<file path="config.mk">
export PLATFORM = sky130hd
export DESIGN_NAME = seg_scan_ctrl
export DESIGN_NICKNAME = d
export VERILOG_FILES = /design/src/rtl/seg_pkg.sv /design/src/rtl/seg_hex_encoder.sv /design/src/rtl/seg_scan_ctrl.sv
export SDC_FILE = /design/constraint.sdc
export NUM_CORES = 1
export LEC_CHECK = 0
export BUFFER_PORTS_ARGS = -buffer_cell sky130_fd_sc_hd__buf_4
export CAP_MARGIN = 20
export CORE_AREA = 3 3 91 93
export CTS_CLUSTER_SIZE = 8
export DETAILED_ROUTE_END_ITERATION = 16
export DIE_AREA = 0 0 94 96
export PLACE_DENSITY_LB_ADDON = 0.05
export SLEW_MARGIN = 20
export SYNTH_ARGS = -nofsm -noshare
export SYNTH_HDL_FRONTEND = slang
export SYNTH_SLANG_ARGS = --single-unit
</file>
<file path="constraint.sdc">
create_clock -name clk -period 3 [get_ports clk]
set_clock_uncertainty 0.2 [all_clocks]
set_input_delay 0.15 -clock clk [delete_from_list [all_inputs] [get_ports clk]]
set_output_delay 0.15 -clock clk [all_outputs]
set_load 0.05 [all_outputs]
</file>
<file path="src/rtl/seg_pkg.sv">
// Shared definitions for the 7-segment scan controller: digit count, "off"
// codes, the scan state type and the hex-to-segment lookup.
package seg_pkg;

  localparam int         NUM_DIGITS = 6;
  localparam logic [7:0] SEG_OFF    = 8'hFF;
  localparam logic [2:0] DIG_NONE   = 3'b111;

  typedef enum logic {
    ST_BLANK,
    ST_SHOW
  } scan_state_t;

  // Active-low {g,f,e,d,c,b,a} pattern for one hex nibble (A,b,C,d,E,F above 9).
  function automatic logic [6:0] hex2seg(input logic [3:0] nibble);
    logic [6:0] seg;
    case (nibble)
      4'h0: seg = 7'h40;
      4'h1: seg = 7'h79;
      4'h2: seg = 7'h24;
      4'h3: seg = 7'h30;
      4'h4: seg = 7'h19;
      4'h5: seg = 7'h12;
      4'h6: seg = 7'h02;
      4'h7: seg = 7'h78;
      4'h8: seg = 7'h00;
      4'h9: seg = 7'h10;
      4'hA: seg = 7'h08;
      4'hB: seg = 7'h03;
      4'hC: seg = 7'h46;
      4'hD: seg = 7'h21;
      4'hE: seg = 7'h06;
      default: seg = 7'h0E;
    endcase
    return seg;
  endfunction

endpackage

</file>
<file path="src/rtl/seg_hex_encoder.sv">
// Combinational nibble + decimal point -> active-low {dp,g,f,e,d,c,b,a}.
// blank forces segments a-g off while leaving the dp bit untouched.
module seg_hex_encoder
  import seg_pkg::*;
(
  input  logic [3:0] nibble,
  input  logic       dp,
  input  logic       blank,
  output logic [7:0] seg_data
);

  // dp is active-low like the segments; blank only affects a-g.
  always_comb begin
    seg_data = {~dp, (blank ? 7'h7F : hex2seg(nibble))};
  end

endmodule

</file>
<file path="src/rtl/seg_scan_ctrl.sv">
// Time-multiplexed scan controller for a 6-digit 7-segment display.
// Each digit slot is BLANK_CYC dark cycles followed by SCAN_DIV-BLANK_CYC lit
// cycles. Frame data is double buffered: loads land in a pending register and
// move to the display register only at the frame boundary (digit 5 -> 0) or
// while the display is disabled, so a frame never tears.
// Optional build macro: SEG_LZ_SUPPRESS_EN enables leading-zero suppression.
//
// Load handshake: a load is accepted on a clock edge where load_valid and
// load_ready are both 1. load_ready is 1 exactly when the pending register is
// empty; it drops the cycle after an accept and rises the cycle after the
// pending data moves to the display register.
module seg_scan_ctrl
  import seg_pkg::*;
#(
  parameter int SCAN_DIV  = 50000,
  parameter int BLANK_CYC = 16
) (
  input  logic        clk,
  input  logic        rst,
  input  logic        enable,
  input  logic        load_valid,
  output logic        load_ready,
  input  logic [23:0] load_data,
  input  logic [5:0]  load_dp,
  output logic [2:0]  bit_disp,
  output logic [7:0]  seg_data,
  output logic        frame_tick,
  output scan_state_t dbg_state
);

  localparam int              CW         = $clog2(SCAN_DIV);
  localparam logic [CW-1:0]   BLANK_LAST = CW'(BLANK_CYC - 1);
  localparam logic [CW-1:0]   SHOW_LAST  = CW'(SCAN_DIV - BLANK_CYC - 1);
  localparam logic [2:0]      LAST_DIGIT = 3'(NUM_DIGITS - 1);

  scan_state_t   state, state_nxt;
  logic [CW-1:0] cnt, cnt_nxt;
  logic [2:0]    digit, digit_nxt;
  logic          wrap;

  logic [23:0]   disp_data, pend_data, disp_data_nxt;
  logic [5:0]    disp_dp, pend_dp, disp_dp_nxt;
  logic          accept, xfer;

  logic [3:0]    sel_nib;
  logic          sel_dp;
  logic          seg_blank;
  logic [7:0]    enc_seg;

  assign dbg_state = state;

  // Scan FSM registers: state, slot counter and current digit.
  always_ff @(posedge clk) begin
    if (rst) begin
      state <= ST_BLANK;
      cnt   <= '0;
      digit <= '0;
    end else begin
      state <= state_nxt;
      cnt   <= cnt_nxt;
      digit <= digit_nxt;
    end
  end

  // Next-state logic: BLANK -> SHOW -> next digit's BLANK; disable parks at digit 0 BLANK.
  always_comb begin
    state_nxt = state;
    cnt_nxt   = cnt + CW'(1);
    digit_nxt = digit;
    wrap      = 1'b0;
    if (!enable) begin
      state_nxt = ST_BLANK;
      cnt_nxt   = '0;
      digit_nxt = '0;
    end else begin
      case (state)
        ST_BLANK: begin
          if (cnt == BLANK_LAST) begin
            state_nxt = ST_SHOW;
            cnt_nxt   = '0;
          end
        end
        default: begin
          if (cnt == SHOW_LAST) begin
            state_nxt = ST_BLANK;
            cnt_nxt   = '0;
            if (digit == LAST_DIGIT) begin
              digit_nxt = '0;
              wrap      = 1'b1;
            end else begin
              digit_nxt = digit + 3'd1;
            end
          end
        end
      endcase
    end
  end

  // Transfer only moves real pending data; an empty pending register never
  // overwrites what is on the display.
  always_comb begin
    accept        = load_valid & load_ready;
    xfer          = ~load_ready & (wrap | ~enable);
    disp_data_nxt = xfer ? pend_data : disp_data;
    disp_dp_nxt   = xfer ? pend_dp   : disp_dp;
  end

  // Double buffer: pending register, display register and the ready flag.
  always_ff @(posedge clk) begin
    if (rst) begin
      pend_data  <= '0;
      pend_dp    <= '0;
      disp_data  <= '0;
      disp_dp    <= '0;
      load_ready <= 1'b1;
    end else begin
      disp_data <= disp_data_nxt;
      disp_dp   <= disp_dp_nxt;
      if (accept) begin
        pend_data  <= load_data;
        pend_dp    <= load_dp;
        load_ready <= 1'b0;
      end else if (xfer) begin
        load_ready <= 1'b1;
      end
    end
  end

  // Pick the nibble and dp of the digit that will be lit next cycle.
  always_comb begin
    sel_nib = '0;
    sel_dp  = 1'b0;
    case (digit_nxt)
      3'd0: begin sel_nib = disp_data_nxt[23:20]; sel_dp = disp_dp_nxt[5]; end
      3'd1: begin sel_nib = disp_data_nxt[19:16]; sel_dp = disp_dp_nxt[4]; end
      3'd2: begin sel_nib = disp_data_nxt[15:12]; sel_dp = disp_dp_nxt[3]; end
      3'd3: begin sel_nib = disp_data_nxt[11:8];  sel_dp = disp_dp_nxt[2]; end
      3'd4: begin sel_nib = disp_data_nxt[7:4];   sel_dp = disp_dp_nxt[1]; end
      3'd5: begin sel_nib = disp_data_nxt[3:0];   sel_dp = disp_dp_nxt[0]; end
      default: begin sel_nib = '0; sel_dp = 1'b0; end
    endcase
  end

`ifdef SEG_LZ_SUPPRESS_EN
  logic [7:0] lz_zero;

  // lz_zero[i] is set when nibbles 0..i (from the left) are all zero.
  always_comb begin
    lz_zero    = '0;
    lz_zero[0] = (disp_data_nxt[23:20] == 4'd0);
    for (int i = 1; i < NUM_DIGITS; i++) begin
      lz_zero[i] = lz_zero[i-1] & (disp_data_nxt[23-4*i -: 4] == 4'd0);
    end
  end

  // The rightmost digit always shows, so a value of zero still reads "0".
  assign seg_blank = (digit_nxt != LAST_DIGIT) & lz_zero[digit_nxt];
`else
  assign seg_blank = 1'b0;
`endif

  seg_hex_encoder u_enc (
    .nibble   (sel_nib),
    .dp       (sel_dp),
    .blank    (seg_blank),
    .seg_data (enc_seg)
  );

  // Registered outputs follow the next state so they line up with the FSM.
  always_ff @(posedge clk) begin
    if (rst) begin
      bit_disp   <= DIG_NONE;
      seg_data   <= SEG_OFF;
      frame_tick <= 1'b0;
    end else begin
      bit_disp   <= (state_nxt == ST_SHOW) ? digit_nxt : DIG_NONE;
      seg_data   <= (state_nxt == ST_SHOW) ? enc_seg   : SEG_OFF;
      frame_tick <= wrap;
    end
  end

endmodule

</file>
==> run metrics, run 1 <==
outcome finished clean; Static Leak approximately 2.2 nW; Post-DRT Antenna Nets 0; initial DRC count about 130; WS Path Type reg2reg; Sw Pwr 580.6 uW; dpl cells a little under 600; crit-path max FO 13; antenna cells 0; H-tree depth 3; register area share after synthesis 0.4803; post-synth top area share 0.4803; CTS tree done; Tcrit/Tclk final 0.9775; flops & latches, synth 93; Synth Area per Inst about 9.1 um2; I/O pin total 48; Die X about 94 um; WL final ~8900 um; RD Place Congestion 0.8111; syn nets 469; # fillers a little over 600; pwr dens between 400 and 500 nW/um2; combinational share of power 0.100; Critical Path Start Type register; fin crit period slightly below 3 ns; DR pass1 iterations 4; Clk pin slew, worst setup/hold paths approximately 0.090 ns; wire length per cell roughly 14 um; die area ~9000 um2; RSZ-0062 raised after global routing yes; Yosys cell types 48; Data arrival, critical path approximately 3 ns; WP data required 3.02 ns; Final Setup Violations 0; largest net degree at the start of global routing between 60 and 70; max-slew violations 0; CP max-delay cell dfxtp_2; vias in the first global route slightly above 3000; root buffer cell clkbuf_8; setup_tns 0 ns; launch point of the worst reg-to-reg path cnt[12]; site row count 32; number of enable flip-flop cells after synthesis 0; Finished Layout Cells about 650; storage element area 1868 um2; crit end category register; post-synthesis async set-or-reset flop share 0; fin nets approximately 580; via count between 3000 and 4000; Pint 1.784 mW; Starting Density 0.5095; MaxCap Viol Count 0; clock power share 0.354; CTS Buf Count 9; synthesized instance count ~430; most frequent cells in the layout dfxtp_1, buf_4, nand2_1; Hold EP disp_data[17]; worst setup margin between 0.06 and 0.07 ns; Worst VDD drop ~0.00029 V; slew margin rel. 0.3394; # port buffers 47; actual slew at the worst max-slew pin between 0.9 and 1 ns; Synth Cell Area just under 4000 um2; clk sink count 93; vias per inst 5.099; Flop pwr share 0.546; DRC 0; CP Cell Sequence nor4_4 -> and4_4 -> a41oi_4 -> buf_4 -> buf_16 -> mux2i_1 -> o22ai_2 -> nor3_4 -> buf_12 -> mux2i_1 -> and3_1 -> a31oi_1; cell mode on critical path mux2i_1; grt ovf 0; Sw Share 0.2455; Layout Utilization 0.7066; footprint of the multi-input gates between 2000 and 2500 um2; ys flop type dfxtp_1; hold path depth 2; clk_lat worst skew between 0.3 and 0.4 ns; global-route wire length before repair about 14000 um; P&R area growth vs syn 38.67%; antenna violations before repair 0; HP Class in2reg; Fin. Hold Viols 0; clk buf depth 2; reg2reg path depth 12; top cells by area, synth dfxtp_1, mux2i_1, nand2_1; worst slack at placement -0.07972 ns; share of layout cells above drive strength 1 0.2870; setup slack, reg-to-reg 0.07 ns; HPWL after DPL 5778 um; Total GRT Usage 0.1965; Peak Freq roughly 340 MHz; Hold Crit Start rst; Core Region about 7600 um2; reg2reg end seg_data[3]; Final Power approximately 2.4 mW; Synth area leader dfxtp_1; DIE HEIGHT roughly 96 um; CP max stage delay roughly 0.34 ns; Yosys warning total 0
-- power by group through the flow --
stage	clock, mW	combinational [mW]	sequential, mW
after global placement	0	0.174	1.31
after CTS	0.860	0.218	1.29
after global routing	0.900	0.261	1.29
final	0.838	0.237	1.29
after detailed placement	0	0.177	1.32
after floorplan	0	0.110	1.31
-- worst max-delay path by stage --
| stage | cells past startpoint | start | endpoint | slack, ns |
|---|---|---|---|---|
| CTS | 12 | cnt[1] | seg_data[5] | 0.01 |
| global placement | 11 | cnt[10] | seg_data[5] | -0.005 |
| floorplan | 13 | cnt[0] | seg_data[3] | 0.008 |
| global route | 13 | cnt[1] | seg_data[3] | -0.07 |
| detailed placement | 11 | cnt[10] | seg_data[5] | -0.08 |
| finish | 12 | cnt[12] | seg_data[3] | 0.07 |
-- cells in the mapped netlist (4+ instances only) --
library cell / n
a21oi_1: 36
and3_1: 5
clkbuf_1: 17
dfxtp_1: 93
ha_1: 7
inv_1: 7
mux2i_1: 37
nand2_1: 75
nand2b_1: 4
nand3_1: 10
nor2_1: 55
nor2b_1: 5
nor3b_1: 4
o221ai_1: 6
o22ai_1: 11
xnor2_1: 8
xor2_1: 7
-- flip-flops by register name, summed over array words and instances (netlist names), 3 cells and up --
signal and count:
digit 3, pend_data 24, pend_dp 6, bit_disp 3
seg_data 8, disp_dp 6, disp_data 24, cnt 16
-- area by class of cell --
class,instances,share of cell area
multi-input cells,304,0.3797
clock inverters,6,0.01280
repair buffers,127,0.2076
flip-flops and latches,93,0.3475
inverters,7,0.004888
well taps,102,0.02374
clock buffers,10,0.02374
-- per-stage QoR --
stage	instance area [um2]	hold WS, ns
2_1_floorplan	3886	0.08596
3_3_place_gp	4536	0.1969
3_5_place_dp	4536	0.2067
4_1_cts	5122	0.08697
5_1_grt	5375	0.1346
6_report	5375	0.1016
-- repair_timing --
action                     CTS  global route
buffers inserted             1            11
gates resized for setup      6            37
setup endpoints to repair    4             7
pin swaps                    2             7
cloned                       1             1
hold buffers                32             0
hold endpoints to repair    35             0
-- worst max-delay path: cells and delay by family (launching register included) --
family | cells | cell delay [ns]
AO/OA/AOI/OAI | 3 | 0.37
buffers and inverters | 3 | 0.53
flip-flops | 1 | 0.34
AND/OR/NAND/NOR | 4 | 0.91
multiplexers | 2 | 0.45
-- metal layers --
layer | vias up | share of wire | global-route usage
li1 | 1690 | - | -
met1 | 1550 | 0.47 | 0.2699
met2 | 57 | 0.48 | 0.3235
met3 | 12 | 0.036 | 0.02893
met4 | 0 | 0.016 | 0.05415
met5 | - | 0 | 0
-- cell families after synthesis --
| group | count (synthesis) | share of synthesized area |
|---|---|---|
| compound gates | 66 | 0.1123 |
| xor+xnor | 15 | 0.03389 |
| fa+ha+maj | 7 | 0.02259 |
| buf+inv | 31 | 0.03873 |
| flops | 93 | 0.4803 |
| mux | 38 | 0.1014 |
| simple gates | 178 | 0.2108 |
Power figures use the tool's default switching activity.
==> run 2, diff against run 1 <==
- REMOVE_ABC_BUFFERS: unset -> 1
==> run 2 against run 1 <==
Against the previous run:
- the run now ends with negative setup slack left
- clock power is 11% higher
- die area stayed put
- cell count grew 2.6%
- sequential share of layout area fell by 1.7 points
- core utilization increased by 3.4 points
- sequential power is essentially flat
- non-clock buffer count rose by 17
- worst hold slack got worse by 0.022 ns
- critical path type unchanged
- highest routed layer unchanged
==> run metrics, run 2 (synthesis gave the netlist of run 1 again) <==
grt ovf 0; Peak Freq between 300 and 400 MHz; clk sink count between 90 and 100; DIE HEIGHT 96 um; cell mode on critical path buf_4; max-slew violations 0; CP max-delay cell nor3b_1; H-tree depth 3; most frequent cells in the layout buf_4, dfxtp_1, nand2_1; initial DRC count 119; Critical Path Start Type register; Data arrival, critical path between 3 and 4 ns; clk buf depth 2; Clk pin slew, worst setup/hold paths approximately 0.10 ns; CP max stage delay 0.54 ns; RSZ-0062 raised after global routing yes; Finished Layout Cells around 670; worst-case hold slack between 0.07 and 0.08 ns; Starting Density 0.5095; CP Cell Sequence buf_4 -> nand2b_1 -> nor3b_1 -> mux2i_4 -> buf_6 -> buf_4 -> buf_4 -> o22ai_2 -> nor3_4 -> buf_12 -> or2_2 -> a21oi_2 -> o31ai_2; via count 3380; die area 9024 um2; clk_lat worst skew between 0.3 and 0.4 ns; WP data required slightly above 3 ns; Worst VDD drop about 0.00034 V; Core Region 7607 um2; wire length per cell between 10 and 15 um; WL final 9283 um; DRC 0; commonest non-fill, non-tap cell in the layout buf_4; hold path depth 2; DR pass1 iterations 4; crit-path max FO 11; site row count 32; Final Setup Violations 3; fin nets 600; crit end category register; actual slew at the worst max-slew pin around 0.96 ns; setup_tns -0.1104 ns; Fin. Hold Viols 0; I/O pin total 48; RD Place Congestion between 0.8 and 0.9; Die X around 94 um; WS Path Type reg2reg; antenna violations before repair 0; root buffer cell clkbuf_8; CTS Buf Count 9; Static Leak about 2.4 nW; Layout Utilization 0.7410; Post-DRT Antenna Nets 0; worst setup margin -0.05756 ns; largest net degree at the start of global routing 64; HPWL after DPL 5733 um; Final Power around 2.5 mW; slew margin rel. 0.3554; Tcrit/Tclk final 1.019; vias per inst just over 5; fin crit period ~3 ns; outcome complete, but fails checks; global-route wire length before repair 14320 um; P&R area growth vs syn 45.42%; pwr dens about 440 nW/um2; reg2reg path depth 13; # port buffers 47; CTS tree done; antenna cells 0; MaxCap Viol Count 0; vias in the first global route 3035; Total GRT Usage 0.1997; dpl cells slightly below 600; share of layout cells above drive strength 1 0.3014; HP Class in2reg; biggest regs disp_data (24), pend_data (24), cnt (16); violated checks negative setup slack
run 2: cell count changes in the layout (fill, tap and decap cells not counted), sizes merged:
| cell | delta |
|---|---|
| buf | +17 |
| clkbuf | -1 |
| bufinv | +1 |
run 2: worst paths after layout:
path	from	to	slack [ns]
setup / recovery	digit[2]	seg_data[0]	-0.06
hold / removal	rst	disp_data[0]	0.08
hold reg to reg	pend_data[10]	pend_data[10]	0.26
setup reg to reg	digit[2]	seg_data[0]	-0.06
run 2: area by class of cell:
cell class                      count  area [um2]
Inverter                            7       26.28
Tap cell                          102       127.6
Timing Repair Buffer              144        1270
Clock buffer                        9       123.9
Clock inverter                      7       97.59
Fill cell                         576        1971
Multi-Input combinational cell    304        2128
Sequential cell                    93        1863
run 2: where the power goes:
| part | internal, mW | switching, mW | total, mW |
|---|---|---|---|
| Sequential | 1.27 | 0.0210 | 1.29 |
| Clock | 0.475 | 0.453 | 0.928 |
| Combinational | 0.139 | 0.119 | 0.258 |
run 2: what timing repair did:
action                                 in CTS  in global routing
buffers inserted                            0                 21
hold buffers                               32                  0
gates resized for setup                    10                 53
endpoints found under the hold margin      35                  0
pin swaps                                   2                 19
setup endpoints to repair                   7                  7
gates cloned                                0                  1
run 2: worst max-delay path, delay by kind of cell, from the launching register on:
| family | cells | cell delay (ns) |
|---|---|---|
| AND/OR/NAND/NOR | 4 | 1.09 |
| AO/OA/AOI/OAI | 3 | 0.45 |
| multiplexers | 1 | 0.14 |
| flip-flops | 1 | 0.32 |
| buffers and inverters | 5 | 0.71 |
run 2: routing by layer:
metal / routed length [um] / global-route usage / part of all wire
met1: 4156 / 0.2599 / 0.45
met2: 4637 / 0.3371 / 0.50
met3: 305 / 0.03284 / 0.033
met4: 184 / 0.06859 / 0.020
met5: 0 / 0 / 0
run 2: metrics by stage:
step	cell area (um2)	worst slack [ns]
global route	5637	-0.1992
detailed placement	4576	-0.2229
finish	5637	-0.05756
floorplan	3752	-0.6616
CTS	5165	-0.01595
global placement	4576	-0.1035
